--- src/rtl/fsk_phase_accumulator_pkg.sv ---
// Shared constants and types for the FSK phase accumulator.
package fsk_phase_accumulator_pkg;

    // Phase / LUT address width used across the TX path.
    localparam int PRECISION = 25;

    // Default tone increments and symbol length.
    localparam logic [PRECISION-1:0] FSK_FREQ_WORD0      = 25'h0020000;
    localparam logic [PRECISION-1:0] FSK_FREQ_WORD1      = 25'h0040000;
    localparam int                   FSK_SAMPLES_PER_SYM = 8;

    typedef enum logic {
        IDLE = 1'b0,
        RUN  = 1'b1
    } fsk_state_e;

endpackage

--- src/rtl/fsk_phase_accumulator_phase_acc.sv ---
// Registered PRECISION-bit phase accumulator with clear and enable.
module fsk_phase_accumulator_phase_acc
    import fsk_phase_accumulator_pkg::*;
(
    input  logic                 clk,
    input  logic                 reset,
    input  logic                 clr,
    input  logic                 en,
    input  logic [PRECISION-1:0] inc,
    output logic [PRECISION-1:0] phase
);

    // Unsigned wrap-around accumulate; reset and clear both zero the phase.
    always_ff @(posedge clk) begin
        if (reset || clr)
            phase <= '0;
        else if (en)
            phase <= phase + inc;
    end

endmodule

--- src/rtl/fsk_phase_accumulator.sv ---
// Two-tone FSK phase generator: symbol handshake, per-symbol sample count,
// and a phase-continuous accumulator feeding the cosine LUT.
module fsk_phase_accumulator
    import fsk_phase_accumulator_pkg::*;
#(
    parameter logic [PRECISION-1:0] FREQ_WORD0      = FSK_FREQ_WORD0,
    parameter logic [PRECISION-1:0] FREQ_WORD1      = FSK_FREQ_WORD1,
    parameter int                   SAMPLES_PER_SYM = FSK_SAMPLES_PER_SYM
) (
    input  logic                 clk,
    input  logic                 reset,
    input  logic                 tx_en,
    input  logic                 sample_en,
    input  logic                 sym_valid,
    input  logic                 sym_bit,
    output logic                 sym_ready,
    output logic [PRECISION-1:0] angle,
    output logic                 angle_valid,
    output logic                 cur_bit,
    output logic                 sym_done
);

    localparam int CW = $clog2(SAMPLES_PER_SYM);
    localparam logic [CW-1:0] CNT_LAST = CW'(SAMPLES_PER_SYM - 1);

    fsk_state_e    state_q, state_d;
    logic [CW-1:0] cnt_q, cnt_d;
    logic          bit_q, bit_d;
    logic          last;
    logic          acc_en;

    // Next state, counter and handshake outputs; reset masks the handshake.
    always_comb begin
        state_d   = state_q;
        cnt_d     = cnt_q;
        bit_d     = bit_q;
        sym_ready = 1'b0;
        sym_done  = 1'b0;
        acc_en    = 1'b0;
        last      = sample_en && (cnt_q == CNT_LAST);
        if (!tx_en) begin
            // Abort: partial symbol is dropped silently.
            state_d = IDLE;
            cnt_d   = '0;
        end else if (!reset) begin
            unique case (state_q)
                IDLE: begin
                    sym_ready = 1'b1;
                    if (sym_valid) begin
                        state_d = RUN;
                        bit_d   = sym_bit;
                        cnt_d   = '0;
                    end
                end
                RUN: begin
                    if (sample_en) begin
                        acc_en = 1'b1;
                        if (last) begin
                            sym_done  = 1'b1;
                            sym_ready = 1'b1;
                            cnt_d     = '0;
                            if (sym_valid)
                                bit_d = sym_bit;
                            else
                                state_d = IDLE; // phase is kept for the next burst
                        end else begin
                            cnt_d = cnt_q + 1'b1;
                        end
                    end
                end
                default: state_d = IDLE;
            endcase
        end
    end

    // State, sample counter and current bit registers.
    always_ff @(posedge clk) begin
        if (reset) begin
            state_q <= IDLE;
            cnt_q   <= '0;
            bit_q   <= 1'b0;
        end else begin
            state_q <= state_d;
            cnt_q   <= cnt_d;
            bit_q   <= bit_d;
        end
    end

    fsk_phase_accumulator_phase_acc u_acc (
        .clk   (clk),
        .reset (reset),
        .clr   (!tx_en),
        .en    (acc_en),
        .inc   (bit_q ? FREQ_WORD1 : FREQ_WORD0),
        .phase (angle)
    );

    assign angle_valid = (state_q == RUN);
    assign cur_bit     = bit_q;

endmodule

--- config.mk ---
export PLATFORM = sky130hd
export DESIGN_NAME = fsk_phase_accumulator
export DESIGN_NICKNAME = d
export VERILOG_FILES = /design/src/rtl/fsk_phase_accumulator_pkg.sv /design/src/rtl/fsk_phase_accumulator_phase_acc.sv /design/src/rtl/fsk_phase_accumulator.sv
export SDC_FILE = /design/constraint.sdc
export NUM_CORES = 1
export LEC_CHECK = 0
export ABC_AREA = 0
export CELL_PAD_IN_SITES_DETAIL_PLACEMENT = 1
export CELL_PAD_IN_SITES_GLOBAL_PLACEMENT = 2
export CORE_UTILIZATION = 20
export CTS_CLUSTER_DIAMETER = 200
export DETAILED_ROUTE_END_ITERATION = 12
export PLACE_DENSITY = 0.86
export SLEW_MARGIN = 20
export SYNTH_ARGS = -nofsm -noshare
export SYNTH_HDL_FRONTEND = slang
export SYNTH_SLANG_ARGS = --single-unit
--- constraint.sdc ---
create_clock -name clk -period 1.5 [get_ports clk]
set_input_delay 0.3 -clock clk [delete_from_list [all_inputs] [get_ports clk]]
set_output_delay 0.3 -clock clk [all_outputs]
set_load 0.01 [all_outputs]
---- After elaboration in Yosys (flattened, before gate mapping) ----
Index checks and enable logic that the tools add are counted.
W data, S select, Z words.
storage, ports and cells
  register bits ........................... 30
  latch bits .............................. 0
  bits in writable memories ............... 0
  bits in read-only memories .............. 0
  bits of input ports ..................... 6
  output and inout bits ................... 29
  memories ................................ 0
operators by class
  add/sub/neg operators ................... 2
  multipliers ............................. 0
  div/mod/pow operators ................... 0
  order comparisons ....................... 0
  equality and inequality tests ........... 4
  shift-type cells ........................ 0
  multiplexer cells ....................... 25
  bitwise operators ....................... 2
  reduce and logical (&&, ||, !) cells .... 6
operators with widths
  kind                   count
  $add A25 B19 Y25       1
  $mux W19               1
  $mux W1                17
  $mux W3                3
  $pmux W1 S2            3
  $pmux W3 S2            1
  $ne A2 B2 Y1 const B   2
  $add A3 B1 Y3 const B  1
  $eq A3 B3 Y1 const B   1
  $reduce_and A3 Y1      1
  $ne A2 B1 Y1 const B   1
  $not A1 Y1             2
  $reduce_and A2 Y1      1
  $reduce_or A2 Y1       1
  $logic_and A1 B1 Y1    1
  $logic_not A1 Y1       1
  $logic_or A1 B1 Y1     1

---- Longest topological paths before layout ----
Gate-level depths: netlist of run 1.
  depth in word-level cells ............... 7
  gate-level depth with buffers ........... 6

---- Hierarchy ----
A second synthesis of run 1 with hierarchy kept.
second synthesis, totals
  cell total of the unflattened synthesis .. 308
  area total of the unflattened synthesis .. 2438.6 um^2
modules (own cells, without submodules)
  module                           instances  cells each  area each (um^2)  seq. area each (um^2)
  fsk_phase_accumulator_phase_acc  1          278         2185.8            500.5
  fsk_phase_accumulator            1          30          252.7             100.1

---- Least setup slack after synthesis of run 1 ----
No wires, ideal clock.
  path kind ............................... flip-flop to flip-flop
  from .................................... reg bit_q, in the netlist cur_bit
  to ...................................... reg u_acc.phase[19]
  library setup time ...................... 0.128 ns
  arrival time ............................ 1.359 ns
  data required time ...................... 1.372 ns
  setup slack ............................. 0.013 ns
  cell stages (with the launch flop) ...... 7
  buffers on the path ..................... 0
  clock period less this slack ............ 1.487 ns
  path through ............................ dfxtp_1 inv_1 ha_1 fa_1 nand3_1 xor2_1 nor2_1
between the ends
  cells in the longest elaborated chain, start to end .. 2
ends and longest elaborated chain
  item                    RTL line                               RTL
  start, declared         fsk_phase_accumulator.sv:28            logic bit_q, bit_d;
  start signal, assigned  fsk_phase_accumulator.sv:85            bit_q <= bit_d;
  $mux W19                fsk_phase_accumulator.sv:94            .inc (bit_q ? FREQ_WORD1 : FREQ_WORD0),
  $add A25 B19 Y25        fsk_phase_accumulator_phase_acc.sv:18  phase <= phase + inc;
  end signal, assigned    fsk_phase_accumulator_phase_acc.sv:18
  end, declared           fsk_phase_accumulator_phase_acc.sv:10  output logic [PRECISION-1:0] phase
No other way between the ends.
A chain may end at the register's enable or synchronous reset.

---- Worst setup path in the final report of run 1 ----
  from .................................... reg cnt_q[1]
  to ...................................... out sym_ready
between the ends
  cells in the longest elaborated chain, start to end .. 7
ends and longest elaborated chain
  item                    RTL line                     RTL
  start, declared         fsk_phase_accumulator.sv:27  logic [CW-1:0] cnt_q, cnt_d;
  start signal, assigned  fsk_phase_accumulator.sv:84  cnt_q <= cnt_d;
  $eq A3 B3 Y1            fsk_phase_accumulator.sv:40  last = sample_en && (cnt_q == CNT_LAST);
  $logic_and A1 B1 Y1     fsk_phase_accumulator.sv:40
  $mux W1                 fsk_phase_accumulator.sv:58  if (last) begin
  $mux W1                 fsk_phase_accumulator.sv:56  if (sample_en) begin
  $pmux W1 S2             fsk_phase_accumulator.sv:46  unique case (state_q)
  $mux W1                 fsk_phase_accumulator.sv:45  end else if (!reset) begin
  $mux W1                 fsk_phase_accumulator.sv:41  if (!tx_en) begin
  end, declared           fsk_phase_accumulator.sv:16  output logic sym_ready,
No other way between the ends.

==> summary.txt, run 1 <==
Run
  – Max Cap Viol: 0

Clocking
  – Clock Tree Root: clkbuf_8
  – CTS tree: done
  – Clock tree buffer depth: 2
  – CTS buffer count: 3
  – CTS Hold Buffers Added: 0
  – Clk Latency, worst-skew pair: 0.25 ns
  – H-tree depth: 1
  – Clk slew on worst S/H paths: 0.06 ns
  – # clock sinks: 13

GRT
  – First-pass GRT wire length: 3.42 mm
  – Antenna violations before repair: 0
  – Total track usage: 0.111
  – Vias in the first global route: 777
  – Largest net degree at the start of global routing: 9
  – GRT overflow: 0

Layout
  – Layout area overhead: 55.4%
  – Layout cell share with drive strength beyond 1: 0.375
  – Antenna Cells: 0
  – Post-layout net count: 140
  – Final core utilization: 0.324
  – Final Cell Area: 1200 um2
  – Final Non-Filler Cells: 176

Synth
  – Seq cells post-synth: 13
  – Post-synth ARST share: 0
  – Sequential-to-total area share from yosys stat: 0.338
  – Top cell type's share of synthesized area: 0.338
  – Post-synth EDFFs: 0
  – Syn Area/Cell: 8.36 um2
  – Most area-hungry cell type in the Yosys netlist: dfxtp_1
  – Synth cell types: 28
  – Synth Cell Area: 769 um2
  – Syn Inst Count: 92
  – Synth warn: 0
  – Count leader, synth: buf_4
  – Synth top cells by count: 17 x buf_4, 13 x dfxtp_1, 10 x nand2_1, 9 x a21oi_1, 6 x nor2_1
  – Most common flop cell mapped by yosys: dfxtp_1
  – Area contributors post-synth: dfxtp_1 34%, buf_4 17%, ha_1 6.5%, a21oi_1 5.9%, nand2_1 4.9%

Critical path
  – Worst setup path class: flip-flop to output port
  – CP Max Fanout: 3
  – Critical R2R Capture: u_acc.phase[23]
  – Worst R2R Start: cur_bit
  – Worst r2r path cells: 6
  – Crit path DAT: 1.24 ns
  – Critical Path RT: 1.20 ns
  – Crit start category: flip-flop
  – Crit end category: output port
  – Worst setup slack for register-to-register paths: 0.02 ns

Detailed routing
  – Via count: 735
  – Overall routed net length: 2.15 mm
  – DR pass1 iterations: 2
  – Initial DRC count: 4
  – ANT nets after route: 0
  – # DRC: 0
  – Number of vias per cell: 4.18
  – Drt wl/cell: 12.2 um

Place
  – Post-DP Area: 1030 um2
  – Pre-CTS setup slack: -0.442 ns
  – Post-Place Cells: 169
  – Post-DP HPWL: 1.59 mm
  – Port-buffer cells: 17
  – Routability cong.: 0.718

Floorplanning
  – Cell Rows: 22
  – Die width: 64.0 um
  – Starting density of the core: 0.209
  – Die footprint: 4100 um2
  – Die height: 64.0 um
  – # IOs: 35
  – Core area: 3690 um2

STA
  – Fin. Hold Viols: 0
  – Final critical-path setup slack: -0.0407 ns
  – Final Max Tran Viols: 0
  – Final Cycle Share: 1.03
  – Fmax: 649 MHz
  – Setup Skew: 0.00201 ns
  – Final min period: 1.54 ns
  – # setup viols final: 2
  – RSZ-0062 raised after global routing: yes

Power
  – Total leakage power: 0.565 nW
  – Logic pwr share: 0.131
  – Internal power: 0.581 mW
  – P_sw: 0.195 mW
  – Clock power frac: 0.415
  – Power Total: 0.776 mW
  – Sw Share: 0.251
  – Seq pwr share: 0.454
  – PD cells: 649 nW/um2
  – Peak VDD IR: 196 uV

Worst hold path
  – Worst hold path class: flip-flop to flip-flop
  – Endpoint, Worst Hold: u_acc.phase[24]
  – Hold Startpoint: u_acc.phase[24]
  – Hold Crit Depth: 2

Status
  – Failing checks: negative setup slack
  – Outcome: finished, violations left
## cells by family after synthesis
group | count (synthesis) | share of synthesized area
simple gates | 33 | 0.220
buf+inv | 20 | 0.180
compound gates | 17 | 0.128
flops | 13 | 0.338
fa+ha+maj | 5 | 0.0911
mux | 2 | 0.0260
other cells | 1 | 0.00487
xor+xnor | 1 | 0.0114
## per-layer routing
| metal | wire length (um) | GRT usage |
|---|---|---|
| met1 | 847 | 0.108 |
| met3 | 97 | 0.0321 |
| met5 | 0 | 0 |
| met2 | 1160 | 0.209 |
| met4 | 48 | 0.0597 |
## critical path, stage by stage (launching register included)
cell	delay, ns
dfxtp_2	0.33
ha_4	0.16
ha_4	0.16
a21boi_2	0.15
nor2_1	0.05
buf_2	0.13
## stage by stage
stage / setup TNS, ns / hold WS (ns)
6_report: -0.0560 / 0.468
5_1_grt: -0.216 / 0.501
4_1_cts: -0.160 / 0.476
3_5_place_dp: -2.52 / 0.468
3_3_place_gp: -1.97 / 0.455
2_1_floorplan: 0 / 0.369
## sequential cells by signal (all words and copies together) (netlist names)
name         flops
angle_valid      1
cnt_q            3
u_acc.phase      8
cur_bit          1
## worst max path at each step
stage          slack (ns)               to  cells after the start      start
2_1_floorplan        0.01  u_acc.phase[19]                      6    cur_bit
3_3_place_gp        -0.41         sym_done                      4      reset
3_5_place_dp        -0.44         sym_done                      4  sample_en
4_1_cts             -0.06        sym_ready                      5   cnt_q[1]
5_1_grt             -0.10        sym_ready                      5   cnt_q[0]
6_report            -0.04        sym_ready                      5   cnt_q[1]
## cells in the final DEF (no fill, tap or decap), drive strengths merged, types with 5 or more instances in the layout
master	instances
dfxtp	13
nor2	6
nand2	11
clkdlybuf4s50	5
dlymetal6s2s	6
a21oi	9
buf	19
conb	17
## power by group through the flow
stage               combinational, mW  clock [mW]  sequential (mW)
finish                          0.102       0.322            0.353
global route                    0.112       0.348            0.353
CTS                            0.0971       0.334            0.352
detailed placement             0.0976           0            0.361
global placement               0.0936           0            0.360
floorplan                      0.0751           0            0.362
## timing repair
action | CTS | global route
setup buffers | 2 | 1
setup endpoints to repair | 14 | 13
pin swaps | 4 | 3
resized for setup | 29 | 17
## area by class of cell
class                           instances  area, um2
Clock buffer                            4       45.0
Multi-Input combinational cell         75        515
Sequential cell                        13        270
Tap cell                               48       60.1
Timing Repair Buffer                   34        298
Inverter                                2       7.51
Fill cell                             457       2490
(Power assumes the default switching activity.)
==> run 2: changes to the inputs <==
- CAP_MARGIN: not set -> 20
- GPL_TIMING_DRIVEN: not set -> 0
==> run 2 against run 1 <==
The flow still finishes with violations (negative setup slack); routed wire length increased by 1.1%; clock power increased by 2%; hold slack got worse by 0.082 ns; utilization increased by 1.6 points; die area unchanged; combinational power increased by 22%; sequential share of layout area decreased by 0.84 points; final cell count increased by 4.0%; sequential cell count unchanged.
==> summary.txt, run 2 (synthesis gave the netlist of run 1 again) <==
Critical path
  – Crit end category: output port (unchanged)
  – Crit path DAT: 1.24 ns (about the same)
  – Worst R2R Start: cur_bit (unchanged)
  – Worst path max stage delay: 0.34 ns (was 0.33 ns)
  – CP Max Fanout: 3 (unchanged)
  – Worst setup startpoint: cnt_q[0] (was cnt_q[1])
  – CP cell instances: ha_4 -> ha_4 -> a21boi_2 -> nor2_1 -> buf_2 (unchanged)
  – CP most frequent cell: ha_4 (unchanged)
  – Top delay family on crit path: flip-flops (unchanged)
  – CP Buf/Inv Count: 1 (unchanged)
  – Critical R2R Capture: u_acc.phase[23] (unchanged)
  – Worst setup path class: flip-flop to output port (unchanged)
  – Slowest-stage cell, CP: dfxtp_2 (unchanged)
  – Worst setup slack for register-to-register paths: 0.03 ns (was 0.02 ns)
  – Critical Path RT: 1.20 ns (about the same)
  – Worst r2r path cells: 6 (unchanged)
  – Crit start category: flip-flop (unchanged)

Worst hold path
  – Hold Startpoint: reset (was u_acc.phase[24])
  – Hold Crit Depth: 2 (unchanged)
  – Endpoint, Worst Hold: cur_bit (was u_acc.phase[24])
  – Worst hold path class: input port to flip-flop (was flip-flop to flip-flop)

GRT
  – Total track usage: 0.111 (about the same)
  – First-pass GRT wire length: 3.51 mm (was 3.42 mm)
  – Largest net degree at the start of global routing: 10 (was 9)
  – GRT overflow: 0 (unchanged)
  – Antenna violations before repair: 0 (unchanged)
  – Vias in the first global route: 806 (was 777)

Floorplanning
  – Cell Rows: 22 (unchanged)
  – Die height: 64.0 um (unchanged)
  – # IOs: 35 (unchanged)
  – Die footprint: 4100 um2 (unchanged)
  – Die width: 64.0 um (unchanged)
  – Starting density of the core: 0.209 (unchanged)
  – Core area: 3690 um2 (unchanged)

Layout
  – Most common cell after layout, fill and taps aside: buf_4
  – Commonest non-fill, non-tap cells in the layout: 23 x buf_4, 17 x conb_1, 10 x nand2_1, 7 x dfxtp_2 (was 17 x conb_1, 17 x buf_4, 10 x nand2_1, 7 x dfxtp_1)
  – Post-layout net count: 147 (was 140)
  – Antenna Cells: 0 (unchanged)
  – Layout area overhead: 62.9% (was 55.4%)
  – Biggest register: u_acc.phase (unchanged)
  – Regs by FF count: u_acc.phase x8, cnt_q x3 (unchanged)
  – Max reg flops: 8 (unchanged)
  – Final core utilization: 0.340 (was 0.324)
  – Final Cell Area: 1250 um2 (was 1200 um2)
  – Layout cell share with drive strength beyond 1: 0.407 (was 0.375)

Power
  – Seq pwr share: 0.439 (was 0.454)
  – Logic pwr share: 0.154 (was 0.131)
  – Clock power frac: 0.407 (was 0.415)
  – PD cells: 644 nW/um2 (was 649 nW/um2)
  – Peak VDD IR: 405 uV (was 196 uV)
  – Total leakage power: 0.610 nW (was 0.565 nW)
  – Sw Share: 0.257 (was 0.251)
  – P_sw: 0.207 mW (was 0.195 mW)
  – Internal power: 0.600 mW (was 0.581 mW)

Status
  – Failing checks: negative setup slack (unchanged)
  – Outcome: finished, violations left (unchanged)

STA
  – Setup Skew: 0.00713 ns (was 0.00201 ns)
  – Final Max Tran Viols: 0 (unchanged)
  – Final min period: 1.54 ns (about the same)
  – RSZ-0062 raised after global routing: yes (unchanged)
  – Final Cycle Share: 1.03 (about the same)
  – Fin. Hold Viols: 0 (unchanged)
  – Fmax: 649 MHz (about the same)
  – # setup viols final: 2 (unchanged)
  – Final critical-path setup slack: -0.0409 ns (was -0.0407 ns)

Clocking
  – # clock sinks: 13 (unchanged)
  – Clock Tree Root: clkbuf_8 (unchanged)
  – CTS tree: done (unchanged)
  – CTS buffer count: 3 (unchanged)
  – CTS Hold Buffers Added: 0 (unchanged)
  – Clk slew on worst S/H paths: 0.07 ns (was 0.06 ns)
  – Clk Latency, worst-skew pair: 0.24 ns (was 0.25 ns)
  – Clock tree buffer depth: 2 (unchanged)
  – H-tree depth: 1 (unchanged)

Detailed routing
  – Overall routed net length: 2.18 mm (was 2.15 mm)
  – # DRC: 0 (unchanged)
  – DR pass1 iterations: 4 (was 2)
  – Number of vias per cell: 4.05 (was 4.18)
  – ANT nets after route: 0 (unchanged)
  – Via count: 741 (was 735)
  – Drt wl/cell: 11.9 um (was 12.2 um)
  – Initial DRC count: 3 (was 4)

Place
  – Post-DP Area: 1060 um2 (was 1030 um2)
  – Post-DP HPWL: 1.60 mm (was 1.59 mm)
  – Port-buffer cells: 17 (unchanged)
  – Routability cong.: 0.703 (was 0.718)

Run
  – Max Cap Viol: 0 (unchanged)
-- run 2: what timing repair did --
| action | 4_1_cts | 5_1_grt |
|---|---|---|
| buffers inserted | 6 | 0 |
| hold endpoints to repair | 0 | 0 |
| pin swaps | 6 | 3 |
| endpoints found under the setup margin | 14 | 12 |
| gates resized for setup | 45 | 8 |
-- run 2: layout make-up --
class                   count  area, um2
well taps                  48       60.1
multi-input cells          75        517
fillers                   464       2430
flip-flops and latches     13        273
inverters                   2       10.0
clock buffers               4       45.0
repair buffers             23        210
plain buffers              18        139
-- run 2: power groups by stage --
stage | registers [mW] | logic [mW] | clock network (mW)
final | 0.355 | 0.124 | 0.328
after global routing | 0.355 | 0.136 | 0.349
after CTS | 0.354 | 0.121 | 0.331
after detailed placement | 0.362 | 0.110 | 0
after global placement | 0.362 | 0.107 | 0
after floorplan | 0.362 | 0.0751 | 0
-- run 2: worst max-delay path by stage --
stage / slack (ns) / cells after the start / end
floorplan: 0.01 / 6 / u_acc.phase[19]
global placement: -0.81 / 5 / sym_ready
detailed placement: -0.80 / 5 / sym_ready
CTS: -0.03 / 5 / sym_ready
global route: -0.09 / 5 / sym_ready
finish: -0.04 / 5 / sym_ready
-- run 2: per-layer routing --
metal  vias up  wire (um)  track usage
li1        372          -            -
met1       345        880        0.126
met3         0        105       0.0214
met2        24       1190        0.209
met4         0          0       0.0256
met5         -          0            0
-- run 2: stage by stage --
stage          setup TNS (ns)  instances  hold WS [ns]  setup slack (ns)  total power [mW]
2_1_floorplan               0        108         0.369            0.0130             0.437
3_3_place_gp            -3.62        173         0.452            -0.807             0.469
3_5_place_dp            -4.01        173         0.475            -0.801             0.472
4_1_cts               -0.0402        183         0.383           -0.0333             0.807
5_1_grt                -0.172        183         0.392           -0.0947             0.840
6_report              -0.0470        183         0.386           -0.0409             0.807
==> run 3: changes to the inputs <==
- MAX_ROUTING_LAYER: not set -> met4
==> run 3 against run 2 <==
The flow still finishes with violations (negative setup slack); clock skew barely moved; non-clock buffer count did not move; total power fell by 0.10%; critical path depth did not move; first-iteration DRC count rose by 67%; count of clock-buffer cells in the layout did not move; die area did not move.
==> summary.txt, run 3 (synthesis gave the netlist of run 1 again) <==
STA
  – Fin. Hold Viols: 0 (unchanged)
  – Setup Skew: 0.00734 ns (was 0.00713 ns)
  – Final critical-path setup slack: -0.0399 ns (was -0.0409 ns)
  – Fmax: 649 MHz (about the same)
  – Final Max Tran Viols: 0 (unchanged)
  – Post-Route Hold Slack: 0.387 ns (was 0.386 ns)
  – RSZ-0062 raised after global routing: yes (unchanged)
  – # setup viols final: 2 (unchanged)
  – Final Cycle Share: 1.03 (about the same)
  – Final min period: 1.54 ns (about the same)

Critical path
  – Worst setup path class: flip-flop to output port (unchanged)
  – Critical Path RT: 1.20 ns (about the same)
  – Crit end category: output port (unchanged)
  – CP Buf/Inv Count: 1 (unchanged)
  – Slowest-stage cell, CP: dfxtp_2 (unchanged)
  – Top delay family on crit path: flip-flops (unchanged)
  – CP most frequent cell: ha_4 (unchanged)
  – Crit path DAT: 1.24 ns (about the same)
  – Worst path max stage delay: 0.34 ns (about the same)
  – CP Max Fanout: 3 (unchanged)
  – CP cell instances: ha_4 -> ha_4 -> a21boi_2 -> nor2_1 -> buf_2 (unchanged)
  – Crit start category: flip-flop (unchanged)

Floorplanning
  – Core area: 3690 um2 (unchanged)
  – Die width: 64.0 um (unchanged)
  – Cell Rows: 22 (unchanged)
  – Starting density of the core: 0.209 (unchanged)
  – Die height: 64.0 um (unchanged)
  – Die footprint: 4100 um2 (unchanged)
  – # IOs: 35 (unchanged)

Worst hold path
  – Worst hold path class: input port to flip-flop (unchanged)

GRT
  – Vias in the first global route: 806 (unchanged)
  – Total track usage: 0.114 (was 0.111)
  – First-pass GRT wire length: 3.51 mm (unchanged)
  – Antenna violations before repair: 0 (unchanged)
  – Largest net degree at the start of global routing: 10 (unchanged)
  – GRT overflow: 0 (unchanged)

Detailed routing
  – DR pass1 iterations: 2 (was 4)
  – Drt wl/cell: 11.9 um (about the same)
  – ANT nets after route: 0 (unchanged)
  – Number of vias per cell: 4.04 (was 4.05)
  – Via count: 739 (was 741)
  – # DRC: 0 (unchanged)
  – Overall routed net length: 2.18 mm (about the same)
  – Initial DRC count: 5 (was 3)

Power
  – PD cells: 643 nW/um2 (was 644 nW/um2)
  – Peak VDD IR: 404 uV (was 405 uV)
  – Total leakage power: 0.610 nW (unchanged)

Run
  – Max Cap Viol: 0 (unchanged)

Clocking
  – Clk Latency, worst-skew pair: 0.24 ns (about the same)
  – CTS tree: done (unchanged)
  – Clk slew on worst S/H paths: 0.07 ns (about the same)
  – CTS Hold Buffers Added: 0 (unchanged)
  – CTS buffer count: 3 (unchanged)
  – Clock tree buffer depth: 2 (unchanged)
  – Clock Tree Root: clkbuf_8 (unchanged)
  – # clock sinks: 13 (unchanged)
  – H-tree depth: 1 (unchanged)

Place
  – Post-DP Area: 1060 um2 (unchanged)
  – Port-buffer cells: 17 (unchanged)
  – Routability cong.: 0.711 (was 0.703)
  – Post-DP HPWL: 1.60 mm (unchanged)
  – Pre-CTS setup slack: -0.801 ns (unchanged)

Layout
  – Commonest non-fill, non-tap cells in the layout: 23 x buf_4, 17 x conb_1, 10 x nand2_1, 7 x dfxtp_2 (unchanged)
  – Layout area overhead: 62.9% (unchanged)
  – Most common cell after layout, fill and taps aside: buf_4 (unchanged)
  – Final Cell Area: 1250 um2 (unchanged)
  – Post-layout net count: 147 (unchanged)
  – Max reg flops: 8 (unchanged)
  – Antenna Cells: 0 (unchanged)
  – Layout cell share with drive strength beyond 1: 0.407 (unchanged)
  – Regs by FF count: u_acc.phase x8, cnt_q x3 (unchanged)
  – Filler cells: 464 (unchanged)
  – Final core utilization: 0.340 (unchanged)
  – Biggest register: u_acc.phase (unchanged)

Status
  – Failing checks: negative setup slack (unchanged)
  – Outcome: finished, violations left (unchanged)
run 3: layout make-up:
| class | count | area [um2] | share of cell area |
|---|---|---|---|
| flip-flops and latches | 13 | 273 | 0.218 |
| clock buffers | 4 | 45.0 | 0.0359 |
| well taps | 48 | 60.1 | 0.0479 |
| plain buffers | 18 | 139 | 0.111 |
| repair buffers | 23 | 210 | 0.168 |
| inverters | 2 | 10.0 | 0.00798 |
| multi-input cells | 75 | 517 | 0.412 |
run 3: final timing paths:
kind	startpoint	to	depth (start not counted)	slack [ns]
setup / recovery	cnt_q[0]	sym_ready	5	-0.04
hold / removal	reset	cur_bit	2	0.39
setup reg to reg	cur_bit	u_acc.phase[23]	6	0.02
hold reg to reg	u_acc.phase[24]	u_acc.phase[24]	2	0.47
run 3: per-layer routing:
layer / global-route usage / wire, um
met1: 0.128 / 931
met2: 0.210 / 1160
met3: 0.0161 / 83
met4: 0.0256 / 8
met5: - / 0
run 3: repair_timing:
action,in CTS,in global routing
pin swaps,6,3
buffers inserted,6,0
gates resized for setup,45,8
setup endpoints to repair,14,12
run 3: power by group:
group          leakage [nW]  internal, mW  switching, mW
logic                 0.478        0.0640         0.0604
registers             0.109         0.348        0.00644
clock network        0.0228         0.188          0.139
run 3: worst reg2reg max path: cells and delay by family (launching register included):
| kind | cells | cell delay [ns] |
|---|---|---|
| compound gates | 1 | 0.14 |
| buf+inv | 1 | 0.07 |
| flops | 1 | 0.37 |
| fa+ha+maj | 2 | 0.37 |
| simple gates | 2 | 0.47 |
run 3: per-stage QoR:
step / setup TNS [ns] / power (mW) / std cells
floorplan: 0 / 0.437 / 108
global placement: -3.62 / 0.469 / 173
detailed placement: -4.01 / 0.472 / 173
CTS: -0.0402 / 0.807 / 183
global route: -0.172 / 0.840 / 183
finish: -0.0484 / 0.806 / 183
